===== src/rtl/i2c_pkg.sv =====
// Shared I2C definitions: capture-record field offsets and bus-FSM state encodings.
package i2c_pkg;

  localparam int unsigned START_BIT = 9;
  localparam int unsigned ACK_BIT   = 8;
  localparam int unsigned REC_W     = 10;

  typedef enum logic [1:0] {
    ST_INIT      = 2'd0,
    ST_IDLE      = 2'd1,
    ST_BIT_WAIT  = 2'd2,
    ST_BYTE_DONE = 2'd3
  } i2c_state_t;

endpackage


===== src/rtl/sync_fifo.sv =====
// First-word-fall-through synchronous FIFO with drop-on-full and a same-cycle drop indication.
module sync_fifo #(
  parameter int unsigned WIDTH = 10,
  parameter int unsigned DEPTH = 16
) (
  input  logic                     clk,
  input  logic                     rst_n,
  input  logic                     wr_en,
  input  logic [WIDTH-1:0]         wr_data,
  input  logic                     rd_en,
  output logic [WIDTH-1:0]         rd_data,
  output logic                     empty,
  output logic                     full,
  output logic [$clog2(DEPTH):0]   count,
  output logic                     drop
);

  localparam int unsigned AW = $clog2(DEPTH);
  localparam int unsigned CW = AW + 1;

  logic [WIDTH-1:0] mem [DEPTH];
  logic [AW-1:0]    wr_ptr;
  logic [AW-1:0]    rd_ptr;
  logic             do_wr;
  logic             do_rd;

  assign empty = (count == '0);
  assign full  = (count == CW'(DEPTH));
  assign do_rd = rd_en & ~empty;
  // A pop in the same cycle frees the slot, so a write into a full FIFO still lands.
  assign do_wr = wr_en & (~full | do_rd);
  assign drop  = wr_en & full & ~do_rd;
  assign rd_data = empty ? '0 : mem[rd_ptr];

  always_ff @(posedge clk) begin
    if (do_wr) mem[wr_ptr] <= wr_data;
  end

  always_ff @(posedge clk or negedge rst_n) begin
    if (!rst_n) begin
      wr_ptr <= '0;
      rd_ptr <= '0;
      count  <= '0;
    end else begin
      if (do_wr) wr_ptr <= wr_ptr + AW'(1);
      if (do_rd) rd_ptr <= rd_ptr + AW'(1);
      case ({do_wr, do_rd})
        2'b10:   count <= count + CW'(1);
        2'b01:   count <= count - CW'(1);
        default: count <= count;
      endcase
    end
  end

endmodule


===== src/rtl/i2c_sniffer.sv =====
// Passive I2C bus monitor: filters SCL/SDA, decodes START/STOP/bytes, raises an address
// trigger and captures {start_flag, ack_bit, data} records into a FIFO.
module i2c_sniffer
  import i2c_pkg::*;
#(
  parameter int unsigned FILT_LEN   = 3,
  parameter int unsigned FIFO_DEPTH = 16
) (
  input  logic                          sysclk,
  input  logic                          rst_n,
  input  logic                          scl_in,
  input  logic                          sda_in,
  input  logic                          match_en,
  input  logic [6:0]                    match_addr,
  input  logic                          match_rw,
  input  logic                          rd_en,
  output logic [9:0]                    rd_data,
  output logic                          fifo_empty,
  output logic                          fifo_full,
  output logic [$clog2(FIFO_DEPTH):0]   fifo_count,
  output logic                          sop,
  output logic                          eot,
  output logic                          trigger,
  output logic                          ovf,
  input  logic                          ovf_clr,
  output logic                          busy
);

  // Index 0 is SCL, index 1 is SDA.
  logic [1:0]      sync1;
  logic [1:0]      sync2;
  logic [1:0]      filt;
  logic [1:0]      filt_d;
  logic [1:0][3:0] fcnt;

  logic            scl_rise;
  logic            start_det;
  logic            stop_det;
  logic            sda_smp;

  i2c_state_t      state;
  logic [3:0]      bit_cnt;
  logic [7:0]      shreg;
  logic            start_flag;
  logic            ack_bit;
  logic            trig_armed;
  logic [7:0]      key;

  logic            push;
  logic [REC_W-1:0] push_rec;
  logic            fifo_drop;

  always_ff @(posedge sysclk or negedge rst_n) begin
    if (!rst_n) begin
      sync1  <= '1;
      sync2  <= '1;
      filt   <= '1;
      filt_d <= '1;
      fcnt   <= '0;
    end else begin
      sync1  <= {sda_in, scl_in};
      sync2  <= sync1;
      filt_d <= filt;
      for (int unsigned i = 0; i < 2; i++) begin
        if (sync2[i] == filt[i]) begin
          fcnt[i] <= '0;
        end else if (fcnt[i] == 4'(FILT_LEN - 1)) begin
          filt[i] <= sync2[i];
          fcnt[i] <= '0;
        end else begin
          fcnt[i] <= fcnt[i] + 4'd1;
        end
      end
    end
  end

  always_ff @(posedge sysclk or negedge rst_n) begin
    if (!rst_n) begin
      scl_rise  <= 1'b0;
      start_det <= 1'b0;
      stop_det  <= 1'b0;
      sda_smp   <= 1'b0;
    end else begin
      scl_rise  <= filt[0] & ~filt_d[0];
      start_det <= filt[0] & filt_d[0] & filt_d[1] & ~filt[1];
      stop_det  <= filt[0] & filt_d[0] & ~filt_d[1] & filt[1];
      sda_smp   <= filt[1];
    end
  end

  always_ff @(posedge sysclk or negedge rst_n) begin
    if (!rst_n) begin
      state      <= ST_INIT;
      bit_cnt    <= '0;
      shreg      <= '0;
      start_flag <= 1'b0;
      ack_bit    <= 1'b0;
      busy       <= 1'b0;
      sop        <= 1'b0;
      eot        <= 1'b0;
      trigger    <= 1'b0;
      trig_armed <= 1'b0;
      key        <= '0;
    end else begin
      sop     <= 1'b0;
      eot     <= 1'b0;
      trigger <= 1'b0;
      if (state == ST_INIT) begin
        if (filt[0] && filt[1]) state <= ST_IDLE;
      end else if (stop_det) begin
        state   <= ST_IDLE;
        bit_cnt <= '0;
        eot     <= 1'b1;
        busy    <= 1'b0;
      end else if (start_det) begin
        state      <= ST_BIT_WAIT;
        bit_cnt    <= '0;
        start_flag <= 1'b1;
        sop        <= 1'b1;
        busy       <= 1'b1;
        trig_armed <= match_en;
        key        <= {match_addr, match_rw};
      end else begin
        case (state)
          ST_BIT_WAIT: begin
            if (scl_rise) begin
              if (bit_cnt == 4'd8) begin
                ack_bit <= sda_smp;
                state   <= ST_BYTE_DONE;
              end else begin
                shreg   <= {shreg[6:0], sda_smp};
                bit_cnt <= bit_cnt + 4'd1;
                // Only the first byte after a START may trigger; disarm once it is complete.
                if (bit_cnt == 4'd7) begin
                  trig_armed <= 1'b0;
                  if (trig_armed && ({shreg[6:0], sda_smp} == key)) trigger <= 1'b1;
                end
              end
            end
          end
          ST_BYTE_DONE: begin
            start_flag <= 1'b0;
            bit_cnt    <= '0;
            state      <= ST_BIT_WAIT;
          end
          default: ;
        endcase
      end
    end
  end

  always_comb begin
    push_rec            = '0;
    push_rec[START_BIT] = start_flag;
    push_rec[ACK_BIT]   = ack_bit;
    push_rec[7:0]       = shreg;
    push                = (state == ST_BYTE_DONE);
  end

  sync_fifo #(
    .WIDTH (REC_W),
    .DEPTH (FIFO_DEPTH)
  ) u_fifo (
    .clk     (sysclk),
    .rst_n   (rst_n),
    .wr_en   (push),
    .wr_data (push_rec),
    .rd_en   (rd_en),
    .rd_data (rd_data),
    .empty   (fifo_empty),
    .full    (fifo_full),
    .count   (fifo_count),
    .drop    (fifo_drop)
  );

  // A drop in the same cycle as a clear leaves the flag set.
  always_ff @(posedge sysclk or negedge rst_n) begin
    if (!rst_n)         ovf <= 1'b0;
    else if (fifo_drop) ovf <= 1'b1;
    else if (ovf_clr)   ovf <= 1'b0;
  end

endmodule


===== config.mk =====
export PLATFORM = sky130hd
export DESIGN_NAME = i2c_sniffer
export DESIGN_NICKNAME = d
export VERILOG_FILES = /design/src/rtl/i2c_pkg.sv /design/src/rtl/sync_fifo.sv /design/src/rtl/i2c_sniffer.sv
export SDC_FILE = /design/constraint.sdc
export NUM_CORES = 1
export LEC_CHECK = 0
export CORE_ASPECT_RATIO = 1.2
export CORE_MARGIN = 4
export CORE_UTILIZATION = 45
export CTS_CLUSTER_SIZE = 40
export DETAILED_ROUTE_END_ITERATION = 12
export GPL_TIMING_DRIVEN = 1
export RECOVER_POWER = 50
export SLEW_MARGIN = 0
export SYNTH_ARGS = -nofsm -noshare
export SYNTH_HDL_FRONTEND = slang
export SYNTH_SLANG_ARGS = --single-unit

===== constraint.sdc =====
create_clock -name sysclk -period 3.55 [get_ports sysclk]
set_input_delay 0.5325 -clock sysclk [delete_from_list [all_inputs] [get_ports sysclk]]
set_output_delay 0.5325 -clock sysclk [all_outputs]
set_load 0.05 [all_outputs]

-- Yosys cells after proc, flatten, opt, wreduce, memory -nomap -nowiden
Memory sizes are Yosys's and may differ from the RTL's.
Cells that the tools add are included.
- bits in registers: 63
- memory bits (writable): 160
- bits of input ports: 15
- output and inout bits: 22
- logic and storage cells: 142
- memories kept: 1
- memories (name ; words ; width ; rd ports ; clocked after memory_dff ; write ports ; RTL line ; source):
    u_fifo.mem ; 16 ; 10 ; 1 ; 0 ; 1 ; sync_fifo.sv:21 ; logic [WIDTH-1:0] mem [DEPTH];
- add/sub/neg operators: 7
- equal/unequal tests: 18
- multiplexer cells: 44
- bitwise gates (word level): 23
- reductions and logical operators: 23
- operators with widths (cell ; number):
    $mux 4 ; 8
    $mux 1 ; 26
    $add 4x1->4 const B ; 5
    $reduce_and 6->1 ; 3
    $reduce_bool 2->1 ; 7
    $mux 2 ; 6
    $not 1->1 ; 12
    $and 1x1->1 ; 10
    $mux 10 ; 1
    $ne 5x5->1 const B ; 2
    $pmux 5 s2 ; 1
    $eq 4x2->1 const B ; 2
    $eq 8x8->1 ; 1
    $ne 4x4->1 const B ; 2
    $pmux 4 s2 ; 1
    $reduce_and 4->1 ; 2
    $eq 2x2->1 const B ; 3
    $reduce_and 2->1 ; 3
    $reduce_and 3->1 ; 2
    $add 5x1->5 const B ; 1
    $eq 5x5->1 const B ; 1
    $logic_not 5->1 ; 1
    $reduce_bool 5->1 ; 1
    $sub 5x1->5 const B ; 1
    other kinds (11) ; 13

-- Logic depth before layout (Yosys ltp)
- word-level depth: 10
- gate-level depth with buffers: 12
- gate-level depth less buffers: 11

-- Hierarchy
From an unflattened synthesis, not the netlist that was laid out.
- cell total of the unflattened synthesis: 533
- area, all modules: 9317.7 µm²
- by module, submodules not included (module ; instances ; cells each ; area an instance (µm²) ; seq. area each (µm²)):
    sync_fifo ; 1 ; 363 ; 7131.8 ; 5129.9
    i2c_sniffer ; 1 ; 170 ; 2185.8 ; 1261.2

-- Worst setup path before layout
No wires, ideal clock.
- kind: register to register
- from: reg u_fifo.count[1]
- to: reg u_fifo.count[4]
- library setup time: 0.145 ns
- arrival time: 2.815 ns
- data required time: 3.405 ns
- path slack: 0.589 ns
- cell stages (with the launch flop): 13
- path buffers: 2
- period minus slack after synthesis: 2.961 ns
- cell sequence: dfrtp_1 -> buf_6 -> nor4_4 -> a31oi_4 -> inv_1 -> ha_1 -> buf_2 -> xor2_1 -> ha_1 -> a21boi_0 -> o32ai_1 -> nor4b_2 -> xnor2_1
- cells in the longest elaborated chain, start to end: 7
- elaborated cells on any way between the ends: 13
- those cells by class: add/sub: 2; eq/ne: 3; mux: 1; bitwise: 5; reduce/logical: 2
- ends and longest elaborated chain (what ; RTL line ; source):
    from (decl) ; sync_fifo.sv:14 ; output logic [$clog2(DEPTH):0] count,
    from (signal assigned) ; sync_fifo.sv:48 ; 2'b10: count <= count + CW'(1);
    from (signal assigned) ; sync_fifo.sv:49 ; 2'b01: count <= count - CW'(1);
    from (signal assigned) ; sync_fifo.sv:50 ; default: count <= count;
    $logic_not 5->1 ; sync_fifo.sv:27 ; assign empty = (count == '0);
    $not 1->1 ; sync_fifo.sv:29 ; assign do_rd = rd_en & ~empty;
    $and 1x1->1 ; sync_fifo.sv:29 ;
    $or 1x1->1 ; sync_fifo.sv:31 ; assign do_wr = wr_en & (~full | do_rd);
    $and 1x1->1 ; sync_fifo.sv:31 ;
    $eq 2x1->1 or $eq 2x2->1 (tied branches) ; sync_fifo.sv:47 ; case ({do_wr, do_rd})
    $pmux 5 s2 or $reduce_bool 2->1 (tied branches) ; n/a ;
Parallel ways exist; a longest one is shown, timed or not.
A chain may end at the register's enable or synchronous reset.

-- Worst setup path after layout
- from: reg u_fifo.rd_ptr[0]
- to: out rd_data[7]
- cells in the longest elaborated chain, start to end: 2
- ends and longest elaborated chain (what ; RTL line ; source):
    from (decl) ; sync_fifo.sv:23 ; logic [AW-1:0] rd_ptr;
    from (signal assigned) ; sync_fifo.sv:46 ; if (do_rd) rd_ptr <= rd_ptr + AW'(1);
    $mem_v2 16x10 ; n/a ;
    $mux 10 ; sync_fifo.sv:33 ; assign rd_data = empty ? '0 : mem[rd_ptr];
    to (decl) ; i2c_sniffer.sv:17 ; output logic [9:0] rd_data,
No other way between the ends.

==> metrics.csv <==
stage,metric,value,unit
outcome,status,"complete, but fails checks",
outcome,failed_checks,"capacitance limit, slew limit",
place,place_hpwl,11400,um
route,drcViolationCount,0,
cts,post_cts_buffers,0,
worst_setup_path,path_delay_family,multiplexers,
floorplanning,dieWidth,139,um
yosys,syn_inst,527,
sta,skew,16.2,ps
route,wl_per_cell,20.2,um
worst_setup_path,r2r_end,u_fifo.count[4],
final_layout,diodes,0,
cts,insertion_delay,500,ps
worst_setup_path,worstPathMaxFanout,19,
final_layout,area_delta_synth_final,14.8,%
grt,grt_max_degree,41,
sta,hold_viol_final,0,
final_layout,multi_input_area,0.00270,mm^2
route,vias,4675,
yosys,syn-num-nets,560,
sta,tightest_slew,2020,ps
sta,grt_setup_unrepaired,false,
cts,cts.clk_slew.worst_paths,60,ps
cts,cts.sinks,223,
power,leakagePower,3.91,nW
final_layout,final_layout_size_suffix_gt1_share,20.6,%
floorplanning,die_h,166,um
cts,cts.path.max_buffers,3,
worst_setup_path,crit_chain,"buf_4, mux4_1, mux2i_1, o22ai_1, buf_4",
worst_setup_path,worstSetupPathType,flop to primary output,
sta,timing.fmax,307,MHz
power,pwr_density_cell,915,mW/mm^2
sta,setup_tns,0,ps
worst_setup_path,cp_slowest_stage_delay,750,ps
worst_setup_path,r2r_cells,10,
final_layout,ff_latch_area,0.00639,mm^2
final_layout,design_area,0.0107,mm^2
yosys,synthesis.area,0.00932,mm^2
worst_setup_path,rr_startpoint,u_fifo.count[1],
power,ir_drop,1.03,mV
grt,gr-total-overflow,0,
worst_setup_path,slowest_stage,dfrtp_2,
grt,track_usage,15.3,%
yosys,ys_seq_elements,223,
worst_setup_path,cp_common_cell,buf_4,
cts,cts_tree,built,
worst_setup_path,crit_arrival,2730,ps
cts,clock-root-buffer,clkbuf_16,
worst_hold_path,hold_start,sync1[0],
sta,drv_slew,39,
sta,timing.slew.headroom,-34.9,%
route,drtIter0Drc,250,
yosys,ys_warn_count,0,
worst_setup_path,startpoint,u_fifo.rd_ptr[0],
place,gp_congestion,0.794,
place,placed_cell_area,0.0100,mm^2
worst_setup_path,cp-end-kind,primary output,
yosys,yosysUniqueCellTypes,56,
route,wirelength,17600,um
floorplanning,core,0.0203,mm^2
grt,antenna_found_initial,0,
sta,min_period,3260,ps
cts,post_cts_resize_count,0,
floorplanning,num_rows,57,
floorplanning,dieArea,0.0231,mm^2
cts,hold_buffers,0,
worst_setup_path,crit_required,3020,ps
sta,setup_viol,0,
grt,grt_pass1_wl,27800,um
route,vias_per_cell,5.39,
worst_setup_path,critical_path_buf_inv_count,2,
floorplanning,start_util,45.9,%
flow_run,cap_violations,1,
final_layout,nNetsFinal,620,
final_layout,num-fill-cells,1651,
worst_hold_path,min_to,sync2[0],
floorplanning,pin_count,37,
yosys,yosysSeqAreaShare,68.6,%
worst_setup_path,r2r_slack,590,ps
cts,cts-buffers-inserted,22,
route,firstDrtPassIters,4,
grt,first_global_vias,5022,
route,ant_nets,0,
worst_hold_path,holdPathStages,0,
worst_hold_path,worstHoldPathType,flop to flop,
yosys,syn_area_per_cell,17.7,um^2
worst_setup_path,start_kind,flop,
cts,h-tree-depth,1,
sta,finalCritPeriodShare,91.8,%
place,port_buffers,36,
==> through the flow <==
step / hold slack, ps / worst slack (ps) / power, W / cells / util [%]
detailed placement: 347 / 371 / 0.00772 / 828 / 49.3
global route: 357 / 115 / 0.0103 / 868 / 52.6
floorplan: 237 / 589 / 0.00666 / 527 / -
global placement: 347 / 463 / 0.00760 / 828 / 49.3
finish: 351 / 291 / 0.00978 / 868 / 52.6
CTS: 150 / 216 / 0.00993 / 868 / 52.7
==> cells in the final DEF, fill, tap and decap left out, drive strengths merged, types with 6 or more instances in the layout <==
| cell type | instances |
|---|---|
| edfxtp | 160 |
| dfrtp | 55 |
| mux4 | 40 |
| clkbuf | 35 |
| nor2 | 30 |
| buf | 30 |
| clkdlybuf4s50 | 23 |
| mux2 | 23 |
| inv | 20 |
| mux2i | 20 |
| nand2 | 20 |
| ha | 18 |
| xnor2 | 17 |
| o22ai | 10 |
| xor2 | 8 |
| o21ai | 8 |
| dfstp | 8 |
| nand3 | 7 |
| clkinv | 7 |
| nor3 | 6 |
==> layout make-up <==
class	count	area share [%]
repair buffers	58	4.78
inverters	20	0.702
flip-flops and latches	223	59.8
clock inverters	8	0.737
clock buffers	32	5.68
multi-input cells	262	25.2
well taps	265	3.10
==> layer usage <==
layer | GRT usage [%] | up-vias | part of all wire [%]
met2 | 27.6 | 85 | 54
met1 | 19.6 | 2411 | 41
met3 | 2.10 | 14 | 4.6
met5 | 0 | - | 0
met4 | 3.36 | 0 | 1.0
li1 | - | 2165 | -
==> synthesized netlist by cell type, drive strengths merged <==
library cell	instances	area, um^2
a21boi	1	7.51
a21o	3	22.5
a21oi	4	23.8
a22o	2	17.5
a311oi	2	23.8
a31o	1	8.76
a31oi	3	33.8
and3b	1	8.76
buf	19	145
clkbuf	3	11.3
dfrtp	55	1380
dfstp	8	210
edfxtp	160	4800
ha	18	225
inv	20	75.1
mux2	23	263
mux2i	20	200
mux4	40	972
nand2	20	80.1
nand2b	5	31.3
nand3	7	40.0
nand3b	2	27.5
nand4	5	31.3
nor2	30	113
nor2b	5	31.3
nor3	6	30.0
nor3b	4	30.0
nor4	4	40.0
nor4b	4	47.6
o211ai	1	7.51
o21ai	8	40.0
o22ai	10	62.6
o31a	1	8.76
o31ai	1	7.51
o32ai	2	17.5
or2	3	18.8
or4b	1	10.0
xnor2	17	149
xor2	8	70.1
==> registers in the layout, indices dropped and copies added, names as in the netlist, 2 cells and up <==
signal	count
key	8
u_fifo.wr_ptr	4
state	2
shreg	8
u_fifo.count	5
u_fifo.rd_ptr	4
fcnt	8
sync2	2
filt_d	2
filt	2
sync1	2
bit_cnt	4
u_fifo.mem	160
==> worst max path at each step <==
| stage | endpoint | cells after the start |
|---|---|---|
| 3_3_place_gp | u_fifo.count[4] | 10 |
| 6_report | rd_data[7] | 5 |
| 3_5_place_dp | u_fifo.count[4] | 10 |
| 5_1_grt | rd_data[7] | 5 |
| 2_1_floorplan | u_fifo.count[4] | 12 |
| 4_1_cts | rd_data[7] | 5 |
==> cell families after synthesis <==
kind of cell / count (synthesis) / share of synthesized area [%]
fa+ha+maj: 18 / 2.42
buf+inv: 42 / 2.48
compound gates: 39 / 3.02
simple gates: 97 / 5.78
mux: 83 / 15.4
xor+xnor: 25 / 2.35
flops: 223 / 68.6
==> power by group <==
part / internal, W / total, W / switching (W)
Combinational: 0.00150 / 0.00348 / 0.00198
Clock: 0.00127 / 0.00219 / 0.000923
Sequential: 0.00352 / 0.00412 / 0.000592
No activity file was read; power rests on OpenSTA's default activity.
